File: config.mk
export PLATFORM = sky130hd
export DESIGN_NAME = ic_miss_ctrl
export DESIGN_NICKNAME = d
export VERILOG_FILES = /design/src/rtl/ic_miss_ctrl_pkg.sv /design/src/rtl/ic_rr_arb.sv /design/src/rtl/ic_miss_ctrl.sv
export SDC_FILE = /design/constraint.sdc
export NUM_CORES = 1
export LEC_CHECK = 0
export CORE_AREA = 3 3 245 247
export DETAILED_ROUTE_END_ITERATION = 10
export DIE_AREA = 0 0 248 250
export GPL_TIMING_DRIVEN = 0
export PLACE_DENSITY = 0.52
export RECOVER_POWER = 25
export SLEW_MARGIN = 30
export SYNTH_ARGS = -nofsm -noshare
export SYNTH_HDL_FRONTEND = slang
export SYNTH_SLANG_ARGS = --single-unit
File: constraint.sdc
create_clock -name clk -period 11.45 [get_ports clk]
set_input_delay 1.145 -clock clk [delete_from_list [all_inputs] [get_ports clk]]
set_output_delay 1.145 -clock clk [all_outputs]
set_load 0.03 [all_outputs]
File: src/rtl/ic_miss_ctrl_pkg.sv
// Shared IC miss-path constants, entry state encoding and fill-beat record.
package ic_miss_ctrl_pkg;

  localparam int NMSHR   = 4;
  localparam int ID_W    = 2;
  localparam int LADDR_W = 34;
  localparam int BEATS   = 4;
  localparam int BEAT_W  = 128;
  localparam int BIDX_W  = 2;

  typedef enum logic [1:0] {
    ENT_FREE = 2'd0,
    ENT_REQ  = 2'd1,
    ENT_WAIT = 2'd2
  } ent_state_e;

  typedef struct packed {
    logic [ID_W-1:0]    id;
    logic [LADDR_W-1:0] laddr;
    logic [BIDX_W-1:0]  beat;
    logic [BEAT_W-1:0]  data;
    logic               last;
  } fill_t;

  function automatic logic is_last_beat(input logic [BIDX_W-1:0] beat);
    return beat == BIDX_W'(BEATS - 1);
  endfunction

endpackage

File: src/rtl/ic_rr_arb.sv
// Round-robin arbiter with a registered, locked grant; evaluates next-cycle requests
// so a request raised at a clock edge is granted at that same edge.
module ic_rr_arb #(
  parameter int N  = 4,
  parameter int IW = 2
) (
  input  logic          clk,
  input  logic          reset,
  input  logic [N-1:0]  req_nxt_i,
  input  logic          accept_i,
  output logic          gnt_valid_o,
  output logic [IW-1:0] gnt_idx_o
);

  logic          gnt_valid_q;
  logic [IW-1:0] gnt_idx_q;
  logic [IW-1:0] ptr_q;
  logic [IW-1:0] ptr_base;
  logic [IW-1:0] idx;
  logic          pick_valid;
  logic [IW-1:0] pick_idx;
  logic          reload;

  assign reload = !gnt_valid_q || accept_i;

  always_comb begin
    ptr_base   = accept_i ? gnt_idx_q + 1'b1 : ptr_q;
    pick_valid = 1'b0;
    pick_idx   = '0;
    idx        = '0;
    // Walk from farthest to nearest so the nearest request to the pointer wins.
    for (int k = N - 1; k >= 0; k--) begin
      idx = ptr_base + IW'(k);
      if (req_nxt_i[idx]) begin
        pick_valid = 1'b1;
        pick_idx   = idx;
      end
    end
  end

  always_ff @(posedge clk or posedge reset) begin
    if (reset) begin
      gnt_valid_q <= 1'b0;
      gnt_idx_q   <= '0;
      ptr_q       <= '0;
    end else begin
      if (accept_i) ptr_q <= gnt_idx_q + 1'b1;
      if (reload) begin
        gnt_valid_q <= pick_valid;
        gnt_idx_q   <= pick_idx;
      end
    end
  end

  assign gnt_valid_o = gnt_valid_q;
  assign gnt_idx_o   = gnt_idx_q;

endmodule

File: src/rtl/ic_miss_ctrl.sv
// Instruction-cache miss-status controller: merges duplicate line misses, issues one L2
// request per line and streams L2 fill beats into the data array through a 1-deep register.
module ic_miss_ctrl
  import ic_miss_ctrl_pkg::*;
(
  input  logic               clk,
  input  logic               reset,
  input  logic               miss_valid,
  output logic               miss_retry,
  input  logic [LADDR_W-1:0] miss_laddr,
  output logic               l2req_valid,
  input  logic               l2req_retry,
  output logic [LADDR_W-1:0] l2req_laddr,
  output logic [ID_W-1:0]    l2req_id,
  input  logic               snack_valid,
  output logic               snack_retry,
  input  logic [ID_W-1:0]    snack_id,
  input  logic [BIDX_W-1:0]  snack_beat,
  input  logic [BEAT_W-1:0]  snack_data,
  output logic               fill_valid,
  input  logic               fill_retry,
  output logic [LADDR_W-1:0] fill_laddr,
  output logic [BIDX_W-1:0]  fill_beat,
  output logic [BEAT_W-1:0]  fill_data,
  output logic               fill_last,
  output logic               busy
);

  ent_state_e         state_q [NMSHR];
  ent_state_e         state_d [NMSHR];
  logic [LADDR_W-1:0] laddr_q [NMSHR];
  logic [BIDX_W-1:0]  beat_q  [NMSHR];

  logic               fill_valid_q;
  fill_t              fill_q;

  logic [NMSHR-1:0]   is_free;
  logic [NMSHR-1:0]   match;
  logic [NMSHR-1:0]   req_nxt;
  logic               hit, any_free, alloc;
  logic [ID_W-1:0]    alloc_idx;
  logic               free_now;
  logic               gnt_valid;
  logic [ID_W-1:0]    gnt_idx;
  logic               l2_acc;
  logic               snack_acc, snack_ok, snack_take;

  // An entry releasing its last beat this cycle must not absorb a new miss.
  assign free_now = fill_valid_q && fill_q.last && !fill_retry;

  genvar gi;
  generate
    for (gi = 0; gi < NMSHR; gi++) begin : gen_ent
      assign is_free[gi] = (state_q[gi] == ENT_FREE);
      assign match[gi]   = !is_free[gi] && (laddr_q[gi] == miss_laddr) &&
                           !(free_now && fill_q.id == ID_W'(gi));
      assign req_nxt[gi] = (state_d[gi] == ENT_REQ);
    end
  endgenerate

  assign hit      = |match;
  assign any_free = |is_free;

  always_comb begin
    alloc_idx = '0;
    for (int i = NMSHR - 1; i >= 0; i--) begin
      if (is_free[i]) alloc_idx = ID_W'(i);
    end
  end

  assign alloc       = miss_valid && !hit && any_free;
  assign miss_retry  = miss_valid && !hit && !any_free;
  assign l2_acc      = gnt_valid && !l2req_retry;
  assign snack_retry = fill_valid_q && fill_retry;
  assign snack_acc   = snack_valid && !snack_retry;
  assign snack_ok    = (state_q[snack_id] == ENT_WAIT) && (snack_beat == beat_q[snack_id]);
  assign snack_take  = snack_acc && snack_ok;

  always_comb begin
    for (int i = 0; i < NMSHR; i++) begin
      state_d[i] = state_q[i];
      if (free_now && fill_q.id == ID_W'(i))  state_d[i] = ENT_FREE;
      if (alloc && alloc_idx == ID_W'(i))     state_d[i] = ENT_REQ;
      if (l2_acc && gnt_idx == ID_W'(i))      state_d[i] = ENT_WAIT;
    end
  end

  always_ff @(posedge clk or posedge reset) begin
    if (reset) begin
      for (int i = 0; i < NMSHR; i++) begin
        state_q[i] <= ENT_FREE;
        laddr_q[i] <= '0;
        beat_q[i]  <= '0;
      end
    end else begin
      for (int i = 0; i < NMSHR; i++) begin
        state_q[i] <= state_d[i];
        if (alloc && alloc_idx == ID_W'(i)) begin
          laddr_q[i] <= miss_laddr;
          beat_q[i]  <= '0;
        end else if (snack_take && snack_id == ID_W'(i)) begin
          beat_q[i] <= beat_q[i] + 2'd1;
        end
      end
    end
  end

  always_ff @(posedge clk or posedge reset) begin
    if (reset) begin
      fill_valid_q <= 1'b0;
      fill_q       <= '0;
    end else if (snack_take) begin
      fill_valid_q <= 1'b1;
      fill_q.id    <= snack_id;
      fill_q.laddr <= laddr_q[snack_id];
      fill_q.beat  <= snack_beat;
      fill_q.data  <= snack_data;
      fill_q.last  <= is_last_beat(snack_beat);
    end else if (!fill_retry) begin
      fill_valid_q <= 1'b0;
    end
  end

  ic_rr_arb #(.N(NMSHR), .IW(ID_W)) u_arb (
    .clk         (clk),
    .reset       (reset),
    .req_nxt_i   (req_nxt),
    .accept_i    (l2_acc),
    .gnt_valid_o (gnt_valid),
    .gnt_idx_o   (gnt_idx)
  );

  assign l2req_valid = gnt_valid;
  assign l2req_laddr = laddr_q[gnt_idx];
  assign l2req_id    = gnt_idx;
  assign fill_valid  = fill_valid_q;
  assign fill_laddr  = fill_q.laddr;
  assign fill_beat   = fill_q.beat;
  assign fill_data   = fill_q.data;
  assign fill_last   = fill_q.last;
  assign busy        = ~&is_free;

  a_snack_legal: assert property (@(posedge clk) disable iff (reset) snack_acc |-> snack_ok);

endmodule

==> flow_summary_export.csv <==
group,metric,value,unit
power_and_ir_drop,pwr-share-seq,0.291,
clocking,cts_made_buffers,41,
logic_synthesis,synth_flop_cell,"dfrtp_1",
worst_setup_path,crit_path_top_delay_cell,"clkbuf_1",
clocking,hold_buffers,0,
layout,n_fill_cell,5463,
placement,io_buffers,341,
timing,tns,0,ns
global_route,grt_pass1_vias,11950,
clocking,cts_resized,0,
route,first_iter_violations,488,
power_and_ir_drop,intPower,4619,uW
outcome,failed_checks,"capacitance limit, slew limit",
power_and_ir_drop,p_leak,0.009980,uW
timing,hold_viol,0,
clocking,cts_setup_buffers,0,
clocking,clkTransAtPathRegs,0.05,ns
global_route,gr-total-overflow,0,
worst_setup_path,critPathKind,"input port to async pin",
floorplan,initial_core_util,0.3001,
timing,fmax,161.2,MHz
layout,fin_cells,2443,
layout,final_util,0.4019,
timing,post-route-min-period,6.202,ns
power_and_ir_drop,p_per_area,323.3,nW/um2
logic_synthesis,ys_warn_count,0,
layout,syn2layout_area_growth,33.93,%
layout,drive_above_1_share,0.4024,
power_and_ir_drop,peakVddDrop,0.1662,mV
timing,worst_pin_slew,4.339,ns
clocking,clockRootBuffer,"clkbuf_16",
placement,gp_congestion,0.8284,
logic_synthesis,yosysSeqAreaShare,0.4689,
worst_setup_path,crit_fanout,74,
global_route,grt_pass1_wl,80760,um
power_and_ir_drop,pwr-share-clk,0.184,
logic_synthesis,synth_area,17350,um2
logic_synthesis,syn_area_per_cell,13.79,um2
power_and_ir_drop,p_sw,2892,uW
logic_synthesis,ys_seq_elements,325,
route,drc,0,
floorplan,num_rows,88,
floorplan,core,57810,um2
route,viasPerCell,4.600,
timing,setup_viol,0,
route,antenna_left,0,
layout,nets,1822,
timing,maxSlewViolCount,177,
clocking,clock_path_buffers,3,
clocking,clk_latency,0.55,ns
global_route,antenna_found_initial,3,
global_route,grt_use_total,0.1757,
power_and_ir_drop,p_comb_frac,0.525,
floorplan,die_x,248,um
route,wl_per_cell,22.54,um
worst_setup_path,crit_arrival,5.83,ns
clocking,numClockSinks,325,
floorplan,die_y,250,um
timing,fin_skew,0.01120,ns
route,dr.pass1.iters,6,
route,vias,11240,
hold_path,hold_class,"flop to flop",
power_and_ir_drop,netSwitchingFraction,0.3850,
outcome,outcome,"finished, violations left",
route,drt_wl_total,55070,um
global_route,grt_max_degree,85,
placement,hpwl,42230,um
worst_setup_path,end_kind,"async pin",
logic_synthesis,syn_inst,1258,
clocking,cts-htree-levels,2,
logic_synthesis,yosysUniqueCellTypes,52,
placement,placed_cells,2368,
worst_setup_path,crit_chain,"dlygate4sd3_1 -> clkinvlp_2 -> clkbuf_1",
worst_setup_path,slowest_delay,3.07,ns
clocking,cts_tree,"built",
logic_synthesis,synth_edf_count,0,
floorplan,die_area,62000,um2
run,drv_cap,3,
timing,min_period_over_period,0.5417,
timing,fin_hold_ws,0.5024,ns
worst_setup_path,required,11.08,ns
logic_synthesis,syn_nets,1434,
floorplan,io_pins,378,
logic_synthesis,async_flop_share,1.000,
worst_setup_path,crit_path_start_kind,"input port",
timing,rsz0062_at_grt,"false",
timing,slew_headroom,-1.892,
==> worst max-delay path: cells and delay by family <==
| kind | cells | cell delay [ns] |
|---|---|---|
| buffers and inverters | 3 | 4.54 |
==> per-stage QoR <==
stage | worst slack [ns] | area, um2 | total power [uW]
2_1_floorplan | 1.307 | 17350 | 4686
3_3_place_gp | -3.867 | 21720 | 6141
3_5_place_dp | 5.803 | 21840 | 6195
4_1_cts | 5.784 | 23270 | 7620
5_1_grt | 4.086 | 23230 | 7906
6_report | 5.248 | 23230 | 7510
==> final timing paths <==
path | to | startpoint | slack (ns) | cells after the start
min | fill_data[114]$_DFFE_PP0P_ | fill_data[114]$_DFFE_PP0P_ | 0.50 | 1
min reg2reg | fill_data[114]$_DFFE_PP0P_ | fill_data[114]$_DFFE_PP0P_ | 0.50 | 1
max | fill_laddr[23]$_DFFE_PP0P_ | reset | 5.25 | 3
min in group asynchronous | fill_data[88]$_DFFE_PP0P_ | reset | 1.44 | 2
max reg2reg | laddr_q[71]$_DFFE_PP0P_ | fill_q[165]$_DFFE_PP0P_ | 7.99 | 10
max in group clk | miss_retry | fill_retry | 5.77 | 10
==> cells in the mapped netlist (3+ instances only) <==
library cell,n,area (um2)
a21boi_0,3,22.52
a21oi_1,4,20.02
a22oi_1,4,30.03
and2_1,6,37.54
buf_1,10,37.54
buf_2,19,95.09
buf_4,195,1464
buf_6,7,78.83
clkbuf_1,19,71.32
dfrtp_1,325,8133
ha_1,4,50.05
inv_1,10,37.54
mux2_2,244,2748
mux2_4,57,855.8
mux4_2,70,1577
nand2_1,25,93.84
nand3_1,3,15.01
nand4_1,18,112.6
nor2_1,16,60.06
nor3_1,4,20.02
nor4_1,28,175.2
o21ai_0,8,40.04
xnor2_1,44,385.4
xor2_1,102,893.4
==> layout by cell type (no fill, tap or decap), types with 3 or more instances in the layout <==
cell and instances:
clkdlybuf4s50_1 339, dfrtp_1 325, mux2_2 243, buf_4 195, xor2_1 102, mux4_2 70, mux2_4 57, xnor2_1 44
clkbuf_16 43, nor4_1 28, clkbuf_1 26, nand2_1 25, buf_2 22, nand4_1 18, nor2_1 16, clkbuf_8 10
inv_1 9, o21ai_0 8, buf_6 7, and2_1 6, buf_1 5, clkinv_2 5, bufinv_16 5, a21oi_1 4
a22oi_1 4, nor3_1 4, ha_1 4, diode_2 3, nand3_1 3, a21boi_0 3, clkbuf_2 3
==> registers in the layout, indices dropped and copies added (netlist names) <==
name and flops:
beat_q 8, fill_beat 2, fill_data 128, fill_laddr 34
fill_last 1, fill_q 2, fill_valid 1, laddr_q 136
state_q 8, u_arb.gnt_idx_o 2, u_arb.gnt_valid_o 1, u_arb.ptr_q 2
==> power groups by stage <==
stage / sequential (uW) / combinational [uW] / clock [uW]
CTS: 2180 / 4010 / 1430
finish: 2190 / 3950 / 1380
floorplan: 2080 / 2610 / 0
global route: 2270 / 4160 / 1470
global placement: 2170 / 3970 / 0
detailed placement: 2200 / 3990 / 0
==> layer usage <==
metal / vias up / track usage / share of wire
met5: - / 0 / 0.00013
met4: 2 / 0.05403 / 0.029
met3: 80 / 0.04147 / 0.068
met2: 329 / 0.2920 / 0.48
met1: 5743 / 0.2257 / 0.42
li1: 5085 / - / -
==> area by class of cell <==
type	instances	area, um2	share of cell area
repair buffers	345	3476	0.1496
plain buffers	250	1754	0.07551
diodes	3	7.507	0.0003232
multi-input cells	673	7428	0.3198
clock inverters	13	200.2	0.008617
well taps	765	957.2	0.04120
clock buffers	59	1236	0.05321
flip-flops and latches	325	8133	0.3501
inverters	10	38.79	0.001670
==> cell families after synthesis <==
family | count (synthesis) | share of synthesized area
multiplexers | 372 | 0.2992
flip-flops | 325 | 0.4689
buffers and inverters | 260 | 0.1029
XOR/XNOR | 146 | 0.07372
AND/OR/NAND/NOR | 117 | 0.03773
AO/OA/AOI/OAI | 34 | 0.01472
adder cells (fa/ha/maj) | 4 | 0.002885
(Power assumes the default switching activity.)
